`src/rtl/key_event_decoder.sv`:
```
// -----------------------------------------------------------------------------
// key_event_decoder
//
// Classifies the debounced, active-low key level into single-cycle user events
// for the camera/display control logic: press, release, short click, double
// click, long press and auto-repeat while a long press is held.
//
// Ports:
//   sysclk        in   system clock, rising edge
//   sys_rst_n     in   asynchronous active-low reset
//   key_in        in   debounced key level, 1 = released, 0 = pressed
//   key_held      out  registered level, 1 while the key is pressed
//   press_pulse   out  one-cycle pulse on a press (falling edge of key_in)
//   release_pulse out  one-cycle pulse on a release (rising edge of key_in)
//   short_click   out  one-cycle pulse when a lone click's window expires
//   double_click  out  one-cycle pulse on a second press inside the window
//   long_press    out  one-cycle pulse when a hold reaches LONG_MS
//   repeat_pulse  out  one-cycle pulse every REPEAT_MS after long_press
//
// All outputs are registered and appear one clock after the key level that
// causes them is first sampled.
// -----------------------------------------------------------------------------
module key_event_decoder #(
  parameter int unsigned CLK_CYC   = 10,
  parameter int unsigned LONG_MS   = 1000,
  parameter int unsigned DCLICK_MS = 300,
  parameter int unsigned REPEAT_MS = 200
) (
  input  logic sysclk,
  input  logic sys_rst_n,
  input  logic key_in,
  output logic key_held,
  output logic press_pulse,
  output logic release_pulse,
  output logic short_click,
  output logic double_click,
  output logic long_press,
  output logic repeat_pulse
);

  localparam int unsigned CYC_PER_MS = 1_000_000 / CLK_CYC;
  localparam logic [31:0] LONG_END   = 32'(LONG_MS * CYC_PER_MS);
  localparam logic [31:0] DCLICK_END = 32'(DCLICK_MS * CYC_PER_MS);
  localparam logic [31:0] REPEAT_END = 32'(REPEAT_MS * CYC_PER_MS);

  typedef enum logic [2:0] {
    IDLE   = 3'd0,
    PRESS1 = 3'd1,
    WAIT2  = 3'd2,
    PRESS2 = 3'd3,
    LONG   = 3'd4
  } state_t;

  state_t      state_r;
  logic [31:0] cnt_r;
  logic        key_d_r;
  logic        fall_s;
  logic        rise_s;

  // Edge detection against the previously sampled key level.
  always_comb begin
    fall_s = key_d_r & ~key_in;
    rise_s = ~key_d_r & key_in;
  end

  // Event FSM with the shared timer and all registered outputs.
  // key_d_r resets to 1 (released) so a key held through reset is seen as a
  // fresh press on the first edge after reset release.
  always_ff @(posedge sysclk or negedge sys_rst_n) begin
    if (!sys_rst_n) begin
      state_r       <= IDLE;
      cnt_r         <= 32'd0;
      key_d_r       <= 1'b1;
      key_held      <= 1'b0;
      press_pulse   <= 1'b0;
      release_pulse <= 1'b0;
      short_click   <= 1'b0;
      double_click  <= 1'b0;
      long_press    <= 1'b0;
      repeat_pulse  <= 1'b0;
    end else begin
      key_d_r       <= key_in;
      key_held      <= ~key_in;
      press_pulse   <= fall_s;
      release_pulse <= rise_s;
      short_click   <= 1'b0;
      double_click  <= 1'b0;
      long_press    <= 1'b0;
      repeat_pulse  <= 1'b0;

      case (state_r)
        // Timer is unused while idle; keep it parked at zero.
        IDLE: begin
          cnt_r <= 32'd0;
          if (fall_s) begin
            state_r <= PRESS1;
          end else begin
            state_r <= IDLE;
          end
        end

        // A release on the threshold cycle takes priority over long_press.
        PRESS1: begin
          if (rise_s) begin
            state_r <= WAIT2;
            cnt_r   <= 32'd0;
          end else if (cnt_r == LONG_END - 32'd1) begin
            long_press <= 1'b1;
            state_r    <= LONG;
            cnt_r      <= 32'd0;
          end else begin
            cnt_r <= cnt_r + 32'd1;
          end
        end

        // A second press on the timeout cycle takes priority over short_click.
        WAIT2: begin
          if (fall_s) begin
            double_click <= 1'b1;
            state_r      <= PRESS2;
            cnt_r        <= 32'd0;
          end else if (cnt_r == DCLICK_END - 32'd1) begin
            short_click <= 1'b1;
            state_r     <= IDLE;
            cnt_r       <= 32'd0;
          end else begin
            cnt_r <= cnt_r + 32'd1;
          end
        end

        // Second press of a double click: no timed events, just wait for release.
        PRESS2: begin
          cnt_r <= 32'd0;
          if (rise_s) begin
            state_r <= IDLE;
          end else begin
            state_r <= PRESS2;
          end
        end

        // Auto-repeat; the timer restarts after every repeat_pulse.
        LONG: begin
          if (rise_s) begin
            state_r <= IDLE;
            cnt_r   <= 32'd0;
          end else if (cnt_r == REPEAT_END - 32'd1) begin
            repeat_pulse <= 1'b1;
            cnt_r        <= 32'd0;
          end else begin
            cnt_r <= cnt_r + 32'd1;
          end
        end

        default: begin
          state_r <= IDLE;
          cnt_r   <= 32'd0;
        end
      endcase
    end
  end

endmodule

```
`config.mk`:
```
export PLATFORM = sky130hd
export DESIGN_NAME = key_event_decoder
export DESIGN_NICKNAME = d
export VERILOG_FILES = /design/src/rtl/key_event_decoder.sv
export SDC_FILE = /design/constraint.sdc
export NUM_CORES = 1
export LEC_CHECK = 0
export ABC_CLOCK_PERIOD_IN_PS = 2700
export BUFFER_PORTS_ARGS = -buffer_cell sky130_fd_sc_hd__buf_4
export CAP_MARGIN = 15
export CORE_MARGIN = 3
export CORE_UTILIZATION = 38
export CTS_CLUSTER_SIZE = 28
export DETAILED_ROUTE_END_ITERATION = 8
export HOLD_SLACK_MARGIN = 0.06
export PLACE_DENSITY = 0.62
export SYNTH_ARGS = -nofsm -noshare
export SYNTH_HDL_FRONTEND = slang
export SYNTH_SLANG_ARGS = --single-unit
```
`constraint.sdc`:
```
create_clock -name sysclk -period 2.7 [get_ports sysclk]
set_clock_uncertainty 0.05 [all_clocks]
set_input_delay 0.27 -clock sysclk [delete_from_list [all_inputs] [get_ports sysclk]]
set_output_delay 0.27 -clock sysclk [all_outputs]
set_load 0.01 [all_outputs]
```
# After elaboration in Yosys (flattened, before gate mapping)
# Cells that the tools add are included.
[totals]
register_bits = 43
wordCells = 53
in_bits = 3
out_inout_bits = 7
[classes]
bitwise_logic = 4
reduce_logical = 2
n_addsub = 1
eq_ne = 10
mux = 26
[op_table]
columns = ["operator", "n"]
rows = [
  ["32-bit 2-to-1 mux", 6],
  ["32-bit case mux with 3 select lines", 1],
  ["32-bit by 25-bit == test with 1-bit output, second input constant", 2],
  ["32-bit by 1-bit adder with 32-bit output, second input constant", 1],
  ["32-bit by 27-bit == test with 1-bit output, second input constant", 1],
  ["3-bit 2-to-1 mux", 5],
  ["3-bit case mux with 5 select lines", 1],
  ["1-bit 2-to-1 mux", 12],
  ["3-bit by 2-bit == test with 1-bit output, second input constant", 2],
  ["3-bit inequality test, second input constant", 2],
  ["3-bit by 1-bit == test with 1-bit output, second input constant", 1],
  ["3-bit == test, second input constant", 1],
  ["3-bit zero test", 1],
  ["3-bit AND reduction", 1],
  ["1-bit bitwise AND", 2],
  ["2-bit 2-to-1 mux", 1],
  ["2-bit inequality test, second input constant", 1],
  ["1-bit NOT", 2],
]

# Longest topological paths before layout
[depth]
word_depth = 4
mapped_depth = 7
depth_no_buf = 6

# Worst setup path after synthesis
# OpenSTA, ideal clock, no wires.
[synth_path]
path_type = "reg2reg"
start = "register cnt_r[0]"
end = "register cnt_r[28]"
path_stages_with_launch = 8
path_slack_ps = 584
setup_time_ps = 147
n_path_buf = 1
t_required_ps = 2503
synth_period_minus_slack_ps = 2116
arrival_time_ps = 1919
path_cell_list = "dfrtp_1 -> ha_1 -> and4_4 -> and4b_1 -> nand4_1 -> nand2b_1 -> buf_1 -> a22oi_2"
[synth_via]
elab_chain_len = 4
elab_cells_between_ends = 11
classes_between = "add/sub (1); eq/ne (3); mux (7)"
[synth_lines]
columns = ["item", "line", "text"]
rows = [
  ["from (decl)", "55", "logic [31:0] cnt_r;"],
  ["from (signal assigned)", "112", "cnt_r <= cnt_r + 32'd1;"],
  ["from (signal assigned)", "127", "cnt_r <= cnt_r + 32'd1;"],
  ["from (signal assigned)", "150", "cnt_r <= cnt_r + 32'd1;"],
  ["32-bit by 1-bit adder with 32-bit output, or another cell as far along", "112, 127, 150", ""],
  ["32-bit 2-to-1 mux (on tied branches)", "146, 107, 122", ""],
  ["32-bit 2-to-1 mux (on tied branches)", "143, 104, 118", ""],
  ["32-bit case mux with 3 select lines *", "91", "case (state_r)"],
]
# Mark *: on every way between the ends. The rest lies on a longest branch, timed or not.
# A chain may end at the register's enable or synchronous reset.

# Worst setup path after layout
[layout_path]
start = "register cnt_r[0]"
end = "register cnt_r[1]"
# Same word-level chain as after synthesis.

==> results.md <==
* Outcome: complete, no violations
* Total CTS buffers at 5
* Top Family by Delay on Critical Path: simple AND/OR/NAND/NOR gates
* Clock latency on the worst-skew pair at 290 ps
* Mapped Area at 2360 um2
* Post-synth ARST share at 1.00
* Fraction of final layout cells sized beyond drive strength 1 at 0.253
* Endpoint of the worst hold path: cnt_r[0]
* Setup ws final at 367 ps
* Post-Syn Area per Cell at 10.6 um2
* # setup viols final at 0
* Yosys warns at 0
* Maxcap violations at 0
* Slew margin rel. at 0.635
* LEAKAGE at 0.000981 uW
* Slew of the pin with the lowest slew margin at 548 ps
* Worst r2r path cells at 7
* Post-Syn Instances at 222
* Die ar. at 7200 um2
* Worst Path Required at 2810 ps
* Drt first-iter violations at 65
* Primary FF master, synth: dfrtp_1
* Crit path cell chain: ha_1 -> and4_4 -> and4b_1 -> nand4_2 -> a221oi_4 -> buf_4 -> a21boi_1
* Flops & latches, synth at 43
* Most common cell in the netlist: dfrtp_1
* WHS Path Cells at 1
* Ant diodes at 0
* Adder-Cell Fraction of Synth Area at 0.00530
* Reg2reg start: cnt_r[0]
* P&R area growth vs syn at 10.8%
* Fmax at 429 MHz
* Post-synth EDFFs at 0
* CTS tree: built
* Drt total wl at 4.65 mm
* Crit path depth at 7
* Crit. End Element: flop
* Setup TNS at 0 ps
* Final slew viol count at 0
* Total global-route track usage at 0.142
* CP Launch Type: flop
* IO Port Bufs at 9
* WP data arrival at 2440 ps
* Hold Crit Class: flop to flop
* Post-synthesis compound-gate area fraction at 0.153
* Initial antenna violation count at 0
* Pin count of the biggest net entering global routing at 44
* Worst Path Buf+Inv at 1
* Post-layout util at 0.439
* Worst setup path class: flop to flop
* Final #Nets at 242
* Initial Util at 0.397
* Largest family of logic cells by synthesized area: simple AND/OR/NAND/NOR gates
* Synth cell count leaders: dfrtp_1 (42), a21oi_2 (29), xnor2_1 (19)
* Vias in the first global route at 1672
* H-tree depth at 2
* Post-Synth XOR/XNOR Area at 0.104
* Seq/Total Area, Yosys at 0.456
* R2r setup slk at 370 ps
* Cell Pwr Density at 514 nW/um2
* CP Max Fanout at 22
* RR Endpoint: cnt_r[1]
* Number of antenna-violating nets in the routed design at 0
* Multiplexer area fraction after synthesis at 0
* RSZ-0062 raised after global routing: no
* CTS Sinks at 43
* Average wire per standard cell at 14.9 um
* Power Total at 1340 uW
* Distinct cells, synth at 47
* # IOs at 10
* Synth area leaders: dfrtp_1 (44%), a21oi_2 (11%), xnor2_1 (7.0%), xor2_1 (3.3%), nor4_1 (3.2%)
* Hold Crit Start: cnt_r[0]
* Final HPWL DP at 3.26 mm
* Post-synth top area cell: dfrtp_1
* Die Wd at 84.8 um
* Number of filler cells placed in the layout at 596
* Fin crit share at 0.864
* Area of the core at 5960 um2
* Mapped Nets at 226
* # rows at 28
* Total gr overflow at 0
* Residual DRC at 0
* Clock Pin Slew Worst Setup and Hold Paths at 70 ps
* Peak supply drop at 0.371 mV
* Routed via count at 1689
* Slowest-stage cell, CP: dfrtp_1
* Max incr delay on CP at 400 ps
* Die extent in y at 84.8 um
* Min Tclk post-route at 2330 ps
* Vias per cell at 5.41
* Post-Synth Simple-Gate Area at 0.244
* Area share of the largest cell type after synthesis at 0.445
* Final hold vios at 0
* Clock root cell: clkbuf_8
* First-pass GRT wire length at 8.22 mm
* Drt pass-1 iters at 4
* Gp weighted congestion at 0.897
* Max clock buf depth at 2
* Setup WS pre-CTS at 352 ps
[sequential cells by signal, indices dropped and copies added (netlist names)]
register,cells
key_held,1
cnt_r,32
key_d_r,1
press_pulse,1
repeat_pulse,1
release_pulse,1
short_click,1
long_press,1
double_click,1
state_r,3
[routing by layer]
| metal | wire [um] | share of wire | global-route usage |
|---|---|---|---|
| met2 | 2100 | 0.45 | 0.214 |
| met3 | 142 | 0.031 | 0.0291 |
| met5 | 0 | 0 | 0 |
| met1 | 2330 | 0.50 | 0.204 |
| met4 | 68 | 0.015 | 0.0489 |
[power breakdown]
part | leakage, uW | switching (uW) | total (uW) | internal [uW]
logic | 0.000359 | 174 | 264 | 90.2
registers | 0.000585 | 34.9 | 712 | 677
clock network | 0.0000371 | 195 | 368 | 172
total | 0.000981 | 404 | 1340 | 940
[area by class of cell]
type / instances / area [um2] / share of cell area
multi-input combinational: 164 / 1200 / 0.458
sequential: 43 / 1080 / 0.412
timing repair buffer: 18 / 153 / 0.0583
tap: 75 / 93.8 / 0.0359
clock buffer: 6 / 72.6 / 0.0277
inverter: 6 / 22.5 / 0.00861
[worst reg2reg max path, stage by stage (launching register included)]
cell,delay [ps]
dfrtp_1,400
ha_1,220
and4_4,260
and4b_1,280
nand4_2,160
a221oi_4,320
buf_4,380
a21boi_1,130
[cells by family (layout without fill, tap and decap cells)]
family | after synthesis | count (layout)
flops | 43 | 43
buf+inv | 15 | 30
xor+xnor | 28 | 28
fa+ha+maj | 1 | 1
compound gates | 41 | 41
simple gates | 94 | 94
[cell usage in the layout (no fill, tap or decap), types with 3 or more instances in the layout]
cell / count
nor4_1: 12
nand4_1: 8
nor3_1: 9
and2_1: 5
and4_1: 3
xor2_1: 9
a21oi_2: 29
xnor2_1: 19
clkbuf_8: 5
and3_1: 3
nand2_1: 15
inv_1: 6
nor2b_1: 3
dfrtp_1: 42
nor2_1: 4
buf_4: 15
nand3_1: 12
[stage by stage]
| step | area (um2) | hold WS, ps | std cells |
|---|---|---|---|
| 2_1_floorplan | 2360 | -75.6 | 222 |
| 3_3_place_gp | 2520 | 250 | 304 |
| 3_5_place_dp | 2520 | 248 | 304 |
| 4_1_cts | 2620 | 428 | 312 |
| 5_1_grt | 2620 | 471 | 312 |
| 6_report | 2620 | 428 | 312 |
[worst max path at each step]
stage	startpoint	end	slack [ps]
after global routing	cnt_r[0]	cnt_r[1]	230
final	cnt_r[0]	cnt_r[1]	370
after CTS	cnt_r[0]	cnt_r[1]	380
after detailed placement	cnt_r[0]	cnt_r[1]	350
after global placement	cnt_r[28]	cnt_r[1]	430
after floorplan	cnt_r[0]	cnt_r[28]	580
[timing repair]
| item | CTS | global route |
|---|---|---|
| setup buffers | 0 | 0 |
| gates resized for setup | 0 | 0 |
| hold endpoints to repair | 43 | 0 |
| hold buffers | 2 | 0 |
Note: power is estimated with default switching activity, not from simulation.
